==> config.mk <==
export PLATFORM = sky130hd
export DESIGN_NAME = disp_sched
export DESIGN_NICKNAME = d
export VERILOG_FILES = /design/src/rtl/disp_sched_pkg.sv /design/src/rtl/disp_sched_scan_clk_gen.sv /design/src/rtl/disp_sched.sv
export SDC_FILE = /design/constraint.sdc
export NUM_CORES = 1
export LEC_CHECK = 0
export BUFFER_PORTS_ARGS = -buffer_cell sky130_fd_sc_hd__buf_2
export CORE_MARGIN = 2
export CORE_UTILIZATION = 44
export DETAILED_ROUTE_END_ITERATION = 16
export GPL_ROUTABILITY_DRIVEN = 0
export HOLD_SLACK_MARGIN = 0.08
export PLACE_DENSITY = 0.78
export SYNTH_ARGS = -nofsm -noshare
export SYNTH_HDL_FRONTEND = slang
export SYNTH_SLANG_ARGS = --single-unit
==> constraint.sdc <==
create_clock -name clk -period 2.4 [get_ports clk]
set_input_delay 0.12 -clock clk [delete_from_list [all_inputs] [get_ports clk]]
set_output_delay 0.12 -clock clk [all_outputs]
set_load 0.1 [all_outputs]
==> src/rtl/disp_sched_pkg.sv <==
// disp_sched_pkg
// Shared definitions for the display page scheduler: page count and width,
// page-index width, scheduler state encoding, and the round-robin page search.
package disp_sched_pkg;

    localparam int N_PAGE = 4;
    localparam int PAGE_W = 32;
    localparam int IDX_W  = 2;

    typedef enum logic [1:0] {
        ST_INIT = 2'd0,
        ST_SHOW = 2'd1,
        ST_IDLE = 2'd2
    } state_e;

    // First enabled page after cur, looking at cur+1, cur+2, cur+3 and finally
    // cur itself. The loop runs from lowest to highest priority, so the last
    // hit (cur+1) wins. This builds a single-cycle priority scan. If no page
    // is enabled, cur is returned unchanged.
    function automatic logic [IDX_W-1:0] nextEnabled(input logic [IDX_W-1:0]  cur,
                                                     input logic [N_PAGE-1:0] en);
        logic [IDX_W-1:0] idx;
        nextEnabled = cur;
        for (int k = N_PAGE; k >= 1; k--) begin
            idx = cur + IDX_W'(k);
            if (en[idx]) begin
                nextEnabled = idx;
            end
        end
    endfunction

endpackage

==> src/rtl/disp_sched_scan_clk_gen.sv <==
// disp_sched_scan_clk_gen
// Scan clock generator for the seven-segment scan path. It divides clk down to
// a 50 % scan clock and counts scan periods, one per digit. It flags the frame
// boundary, where the scan clock rises and the digit count wraps from 7 to 0.
//   clk_i        system clock
//   rst_i        synchronous active-high reset
//   clk1k_o      scan clock, toggles every DIV cycles
//   frameStb_o   combinational: the current cycle is a frame boundary
//   frameSync_o  registered one-cycle frame pulse (high while clk1k_o first
//                shows the rising edge of digit 0)
module disp_sched_scan_clk_gen #(
    parameter int DIV = 8
) (
    input  logic clk_i,
    input  logic rst_i,
    output logic clk1k_o,
    output logic frameStb_o,
    output logic frameSync_o
);

    localparam int CW = (DIV > 1) ? $clog2(DIV) : 1;

    logic [CW-1:0] divCnt_q;
    logic          clk1k_q;
    logic [2:0]    digCnt_q;
    logic          frameSync_q;
    logic          wrap;
    logic          rise;

    assign wrap       = (divCnt_q == CW'(DIV - 1));
    assign rise       = wrap && !clk1k_q;
    assign frameStb_o = rise && (digCnt_q == 3'd7);

    always_ff @(posedge clk_i) begin
        if (rst_i) begin
            divCnt_q    <= '0;
            clk1k_q     <= 1'b0;
            digCnt_q    <= 3'd0;
            frameSync_q <= 1'b0;
        end else begin
            divCnt_q <= wrap ? '0 : divCnt_q + CW'(1);
            if (wrap) begin
                clk1k_q <= ~clk1k_q;
            end
            if (rise) begin
                digCnt_q <= digCnt_q + 3'd1;
            end
            frameSync_q <= frameStb_o;
        end
    end

    assign clk1k_o     = clk1k_q;
    assign frameSync_o = frameSync_q;

endmodule

==> src/rtl/disp_sched.sv <==
// disp_sched
// Display page scheduler. It owns the 32-bit value shown on the 8-digit scan
// path and rotates round-robin among four source pages. A page advances on a
// hold timer, on a manual pulse, or when the shown page is disabled. The
// display value only changes on frame boundaries, so a frame never mixes pages.
//   clk, rst     system clock, synchronous active-high reset
//   page_d       four 32-bit pages, page i in bits [32*i +: 32]
//   page_en      per-page rotation enable
//   auto_en      enable hold-timer rotation (HOLD_FRAMES frames per page)
//   next_pls     one-cycle manual advance request
//   clk_1k       scan clock to the scan driver
//   disp_d       value to the scan driver
//   cur_page     index of the page currently shown
//   frame_sync   one-cycle pulse at each frame boundary
//   active       at least one page is being shown
module disp_sched
    import disp_sched_pkg::*;
#(
    parameter int CLK_HZ      = 50_000_000,
    parameter int SCAN_HZ     = 1000,
    parameter int HOLD_FRAMES = 250
) (
    input  logic                     clk,
    input  logic                     rst,
    input  logic [N_PAGE*PAGE_W-1:0] page_d,
    input  logic [N_PAGE-1:0]        page_en,
    input  logic                     auto_en,
    input  logic                     next_pls,
    output logic                     clk_1k,
    output logic [PAGE_W-1:0]        disp_d,
    output logic [IDX_W-1:0]         cur_page,
    output logic                     frame_sync,
    output logic                     active
);

    localparam int DIV    = CLK_HZ / (2 * SCAN_HZ);
    localparam int HOLD_W = $clog2(HOLD_FRAMES + 1);

    logic              frameStb;
    state_e            state_q;
    logic [IDX_W-1:0]  curPage_q;
    logic [PAGE_W-1:0] dispVal_q;
    logic              active_q;
    logic              pend_q;
    logic [HOLD_W-1:0] holdCnt_q;

    logic              anyEn;
    logic              curDis;
    logic              holdHit;
    logic              advReq;
    logic [IDX_W-1:0]  curPage_d;

    disp_sched_scan_clk_gen #(
        .DIV(DIV)
    ) u_scan_clk_gen (
        .clk_i      (clk),
        .rst_i      (rst),
        .clk1k_o    (clk_1k),
        .frameStb_o (frameStb),
        .frameSync_o(frame_sync)
    );

    assign anyEn   = |page_en;
    assign curDis  = !page_en[curPage_q];
    assign holdHit = auto_en && (holdCnt_q == HOLD_W'(HOLD_FRAMES - 1));

    // Outside SHOW only a disabled current page moves the selection. This lets
    // the scheduler land on an enabled page when display starts or resumes.
    // In SHOW the manual, hold and disabled requests merge into one step. A
    // pulse in the boundary cycle itself counts toward that boundary.
    always_comb begin
        advReq = curDis;
        if (state_q == ST_SHOW) begin
            advReq = curDis || pend_q || next_pls || holdHit;
        end
        curPage_d = advReq ? nextEnabled(curPage_q, page_en) : curPage_q;
    end

    // Scheduler FSM and its registered outputs. Everything visible to the scan
    // driver only moves when frameStb is high. This keeps the update aligned
    // with the registered frame_sync pulse.
    always_ff @(posedge clk) begin
        if (rst) begin
            state_q   <= ST_INIT;
            curPage_q <= '0;
            dispVal_q <= '0;
            active_q  <= 1'b0;
            pend_q    <= 1'b0;
            holdCnt_q <= '0;
        end else if (frameStb) begin
            pend_q <= 1'b0;
            if (anyEn) begin
                state_q   <= ST_SHOW;
                curPage_q <= curPage_d;
                dispVal_q <= page_d[PAGE_W*int'(curPage_d) +: PAGE_W];
                active_q  <= 1'b1;
                if ((state_q != ST_SHOW) || advReq || !auto_en) begin
                    holdCnt_q <= '0;
                end else begin
                    holdCnt_q <= holdCnt_q + HOLD_W'(1);
                end
            end else begin
                state_q   <= ST_IDLE;
                active_q  <= 1'b0;
                holdCnt_q <= '0;
            end
        end else begin
            if (next_pls) begin
                pend_q <= 1'b1;
            end
            if (!auto_en) begin
                holdCnt_q <= '0;
            end
        end
    end

    assign disp_d   = dispVal_q;
    assign cur_page = curPage_q;
    assign active   = active_q;

endmodule

Word-level counts from Yosys, hierarchy flattened --
Index checks and enable logic that the tools add are counted.
Storage, ports and cells: flip-flop bits (word level) 66, bits of input ports 136, word-level logic and storage cells 62
Operators by class: $add $sub $neg 6, $lt $le $gt $ge 4, eq/ne operators 6, shift operators 1, mux-type cells 19, bitwise logic cells 1, reductions and logical operators 15
Operator list (number):
- 128-bit by 8-bit variable part select with 32-bit output | 1
- 8-bit two-way mux | 4
- 15-bit by 1-bit adder with 15-bit output (second input constant) | 1
- 15-bit == test (second input constant) | 1
- 2-bit by 3-bit less-than comparator with 1-bit output (second input constant) | 4
- 2-bit two-way mux | 5
- 8-bit by 1-bit adder with 8-bit output (second input constant) | 1
- 1-bit binary-select mux with 2-bit select | 4
- 8-bit == test (second input constant) | 1
- 1-bit two-way mux | 6
- 1-bit logical OR | 5
- 2-bit adder (second input constant) | 2
- 2-bit by 1-bit inequality test with 1-bit output (second input constant) | 2
- 2-bit OR reduction | 2
- 4-bit OR reduction | 1
- 3-bit by 1-bit adder with 3-bit output (second input constant) | 1
- 3-bit == test (second input constant) | 1
- 1-bit logical AND | 3
- 1-bit logical NOT | 3
- 2-bit by 1-bit adder with 2-bit output (second input constant) | 1
- 2-bit by 1-bit == test with 1-bit output (second input constant) | 1
- 2-bit AND reduction | 1
- 1-bit NOT | 1

Depth between registers and ports, before layout --
depth in word-level cells 12, depth in mapped cells 10, mapped depth without buffers 8

Modules after synthesis --
From an unflattened synthesis, not the netlist that was laid out.
Second synthesis, totals: cells, all modules 580, area, all modules 5096.1 um^2
Modules (own cells, without submodules):
- disp_sched | instances 1, cells an instance 484, area each 4201.5 um^2, seq. area each 900.9 um^2
- disp_sched_scan_clk_gen | instances 1, cells an instance 96, area each 894.6 um^2, seq. area each 400.4 um^2

Worst setup path before layout --
No wires, ideal clock.
path type register to register, start point register curPage_q[0] (netlist: cur_page[0]), end point register dispVal_q[12] (netlist: disp_d[12]), arrival 2891 ps, setup slack -628 ps, cell stages (with the launch flop) 11, period minus slack after synthesis 3028 ps, path through dfxtp_1 buf_4 inv_2 mux4_2 buf_2 o21a_1 a211oi_4 buf_6 buf_12 mux2i_1 o221ai_1
Between the ends: cells in the longest elaborated chain, start to end 9, elaborated cells on any way between the ends 21
Ends and longest elaborated chain:
- start, declared | line disp_sched.sv:41 | logic [IDX_W-1:0] curPage_q;
- start signal, assigned | line disp_sched.sv:94 | curPage_q <= curPage_d;
- parallel branches: the longest is 7 deep, another holds 2-bit adder
- 2-bit two-way mux (*) | line disp_sched.sv:76 | curPage_d = advReq ? nextEnabled(curPage_q, page_en) : curPage_q;
- 128-bit by 8-bit variable part select with 32-bit output (*) | line disp_sched.sv:95 | dispVal_q <= page_d[PAGE_W*int'(curPage_d) +: PAGE_W];
- end signal, assigned | line disp_sched.sv:95
- end, declared | line disp_sched.sv:42 | logic [PAGE_W-1:0] dispVal_q;
Mark *: on every way between the ends. The select of a mux whose other input is x is not followed. A chain may end at the register's enable or synchronous reset.

Worst setup path after layout --
start point register curPage_q[0] (netlist: cur_page[0]), end point register dispVal_q[14] (netlist: disp_d[14])
The elaborated chain is that of the path after synthesis.

==> impl_metrics.json <==
{
  "outcome": "completed",
  "antenna_cells_inserted": 0,
  "p_switching_mw": 0.707,
  "cts_buffer_depth": 2,
  "worst_setup_path_end_kind": "register",
  "postLayoutCoreUtil": 0.606,
  "finalMaxSlewViolations": 0,
  "yosysSeqAreaShare": 0.321,
  "multiInputGateArea_um2": 2550,
  "detail_route.vias_per_cell": 5.96,
  "cts-root-buf": "sky130_fd_sc_hd__clkbuf_8",
  "ir_worst_vdd_mv": 0.243,
  "firstDrtPassIters": 5,
  "routedWlPerCell_um": 17.2,
  "hold_viol_final": 0,
  "yosysWarnings": 0,
  "finalWirelength_um": 13300,
  "syn_inst": 470,
  "cellInternalPower_mw": 1.77,
  "syn-mean-instance-area_um2": 8.63,
  "initial_core_util": 0.445,
  "drc": 0,
  "finalInstanceArea_um2": 5520,
  "portBuffers": 172,
  "share_comb_of_total_power": 0.187,
  "grt_remaining_overflow": 0,
  "seq_area_um2": 1310,
  "synth.top_cells.by_area": "sky130_fd_sc_hd__dfxtp_1 32%, sky130_fd_sc_hd__mux2i_1 12%, sky130_fd_sc_hd__o221ai_1 5.4%",
  "detailed_place_hpwl_um": 9010,
  "instances_no_fill": 769,
  "boundaryPins": 173,
  "worstMarginPinSlew_ps": 747,
  "final_antenna_net_count": 0,
  "syn-cell-area_um2": 4060,
  "crit_fanout": 6,
  "yosysUniqueCellTypes": 53,
  "drv.max_cap_violation_count": 0,
  "first_iter_violations": 286,
  "layout-drive-gt1-share": 0.357,
  "setup_viol": 0,
  "pwr-share-seq": 0.440,
  "final.setup.worst_slack_ps": 8.99,
  "grt_start_max_net_pins": 27,
  "clk_transition_reported_paths_ps": 90,
  "power.density_nw_per_um2": 448,
  "clkSinkCount": 65,
  "cp.arrival_ps": 2600,
  "yosys_most_used_dff": "sky130_fd_sc_hd__dfxtp_1",
  "syn_nets": 611,
  "dieHeight_um": 100,
  "clock_latency_ps": 340,
  "htreeDepth": 3,
  "cts_made_buffers": 9,
  "fp.dieW_um": 100,
  "clock_skew_ps": 13.5,
  "startpoint_type": "register",
  "fin_nets": 794,
  "power.static_leakage_nw": 2.65,
  "yosysTopAreaCellShare": 0.321,
  "dpl_cell_area_um2": 5040,
  "antenna_found_initial": 0,
  "globalRouteTotalUtil": 0.241,
  "postSynth.asyncResetShare": 0,
  "maxClockFrequency_mhz": 418,
  "die_area_um2": 10000,
  "synth_edf_count": 0,
  "crit_type": "register to register",
  "rows": 35,
  "grt_pass1_wl_um": 19600,
  "power_mw": 2.47,
  "critPathRequiredTime_ps": 2610,
  "area_growth_pct": 36.1,
  "place.detailed.instances": 736,
  "min-delay-path-class": "primary input to register",
  "first_global_vias": 4198,
  "placeableCoreArea_um2": 9110,
  "detailedPlace.worstSlack_ps": -45.4,
  "layout.filler_cells": 767,
  "tritoncts": "yes",
  "slew_headroom": 0.497,
  "p_clk_frac": 0.373,
  "vias": 4581,
  "period_share": 0.996,
  "post_route_minimum_period_ps": 2390,
  "yosys.area.top_type": "sky130_fd_sc_hd__dfxtp_1",
  "sw_frac_of_total": 0.286,
  "synth.ff_latch_count": 65
}
## Yosys cell counts, drive strengths merged (9+ instances only)
library cell,n
a211oi,10
a21oi,13
and3,9
buf,12
clkbuf,21
dfxtp,65
inv,20
mux2i,50
nand2,43
nor2,36
o21ai,23
o221ai,25
o311ai,16
xnor2,11
xor2,10
## state kept, by name, indices dropped and copies added (netlist names)
register / cells
pend_q: 1
holdCnt_q: 8
state_q: 2
u_scan_clk_gen.clk1k_o: 1
u_scan_clk_gen.digCnt_q: 3
cur_page: 2
u_scan_clk_gen.divCnt_q: 15
disp_d: 32
u_scan_clk_gen.frameSync_o: 1
## kinds of logic after synthesis
kind of cell,after synthesis,share of synthesized area
compound gates,137,0.251
simple gates,135,0.161
flops,65,0.321
mux,54,0.143
buf+inv,53,0.0633
xor+xnor,21,0.0454
fa+ha+maj,5,0.0154
## worst paths after layout
check	start	to	slack [ps]	cells after the start
max	cur_page[0]	disp_d[14]	9	8
min	page_d[53]	disp_d[21]	100	3
max reg2reg	cur_page[0]	disp_d[14]	9	8
min reg2reg	u_scan_clk_gen.divCnt_q[0]	u_scan_clk_gen.divCnt_q[0]	440	1
## layout by cell type, fill, tap and decap left out, drive strengths merged, types with 16 or more instances in the layout
master	instances
buf	194
dfxtp	65
inv	21
mux2i	50
nand2	43
nor2	36
o21ai	23
o221ai	25
o311ai	16
## worst max-delay path, cell delays in order (launching register included)
cell,delay [ps]
sky130_fd_sc_hd__dfxtp_4,380
sky130_fd_sc_hd__inv_4,70
sky130_fd_sc_hd__mux4_2,560
sky130_fd_sc_hd__o21a_1,230
sky130_fd_sc_hd__a211oi_4,260
sky130_fd_sc_hd__buf_6,180
sky130_fd_sc_hd__clkbuf_16,170
sky130_fd_sc_hd__mux2i_1,230
sky130_fd_sc_hd__o221ai_1,180
## area by class of cell
class                   count  share of cell area
clock inverters             6             0.00907
flip-flops and latches     65               0.237
well taps                 111              0.0252
repair buffers            205               0.225
clock buffers              10              0.0270
inverters                  20              0.0141
multi-input cells         352               0.462
## power groups by stage
| stage | combinational, mW | clock (mW) | sequential (mW) |
|---|---|---|---|
| after global routing | 0.496 | 0.992 | 1.09 |
| after global placement | 0.375 | 0 | 1.11 |
| after floorplan | 0.229 | 0 | 1.11 |
| final | 0.463 | 0.924 | 1.09 |
| after detailed placement | 0.389 | 0 | 1.11 |
| after CTS | 0.411 | 0.941 | 1.09 |
## stage by stage
| step | hold WS [ps] | TNS (ps) |
|---|---|---|
| after detailed placement | 430 | -77.8 |
| final | 97.3 | 0 |
| after CTS | 80.8 | 0 |
| after floorplan | 304 | -1310 |
| after global placement | 424 | 0 |
| after global routing | 86.6 | -133 |
## repair_timing
action | 4_1_cts | 5_1_grt
resized for setup | 1 | 16
cloned | 1 | 3
pin swaps | 0 | 3
endpoints found under the setup margin | 5 | 33
hold buffers | 8 | 0
endpoints found under the hold margin | 5 | 0
setup buffers | 0 | 5
## metal layers
metal	share of wire	track usage
met1	0.41	0.299
met2	0.49	0.418
met3	0.073	0.0446
met4	0.029	0.0864
met5	0	0
(Power assumes the default switching activity.)
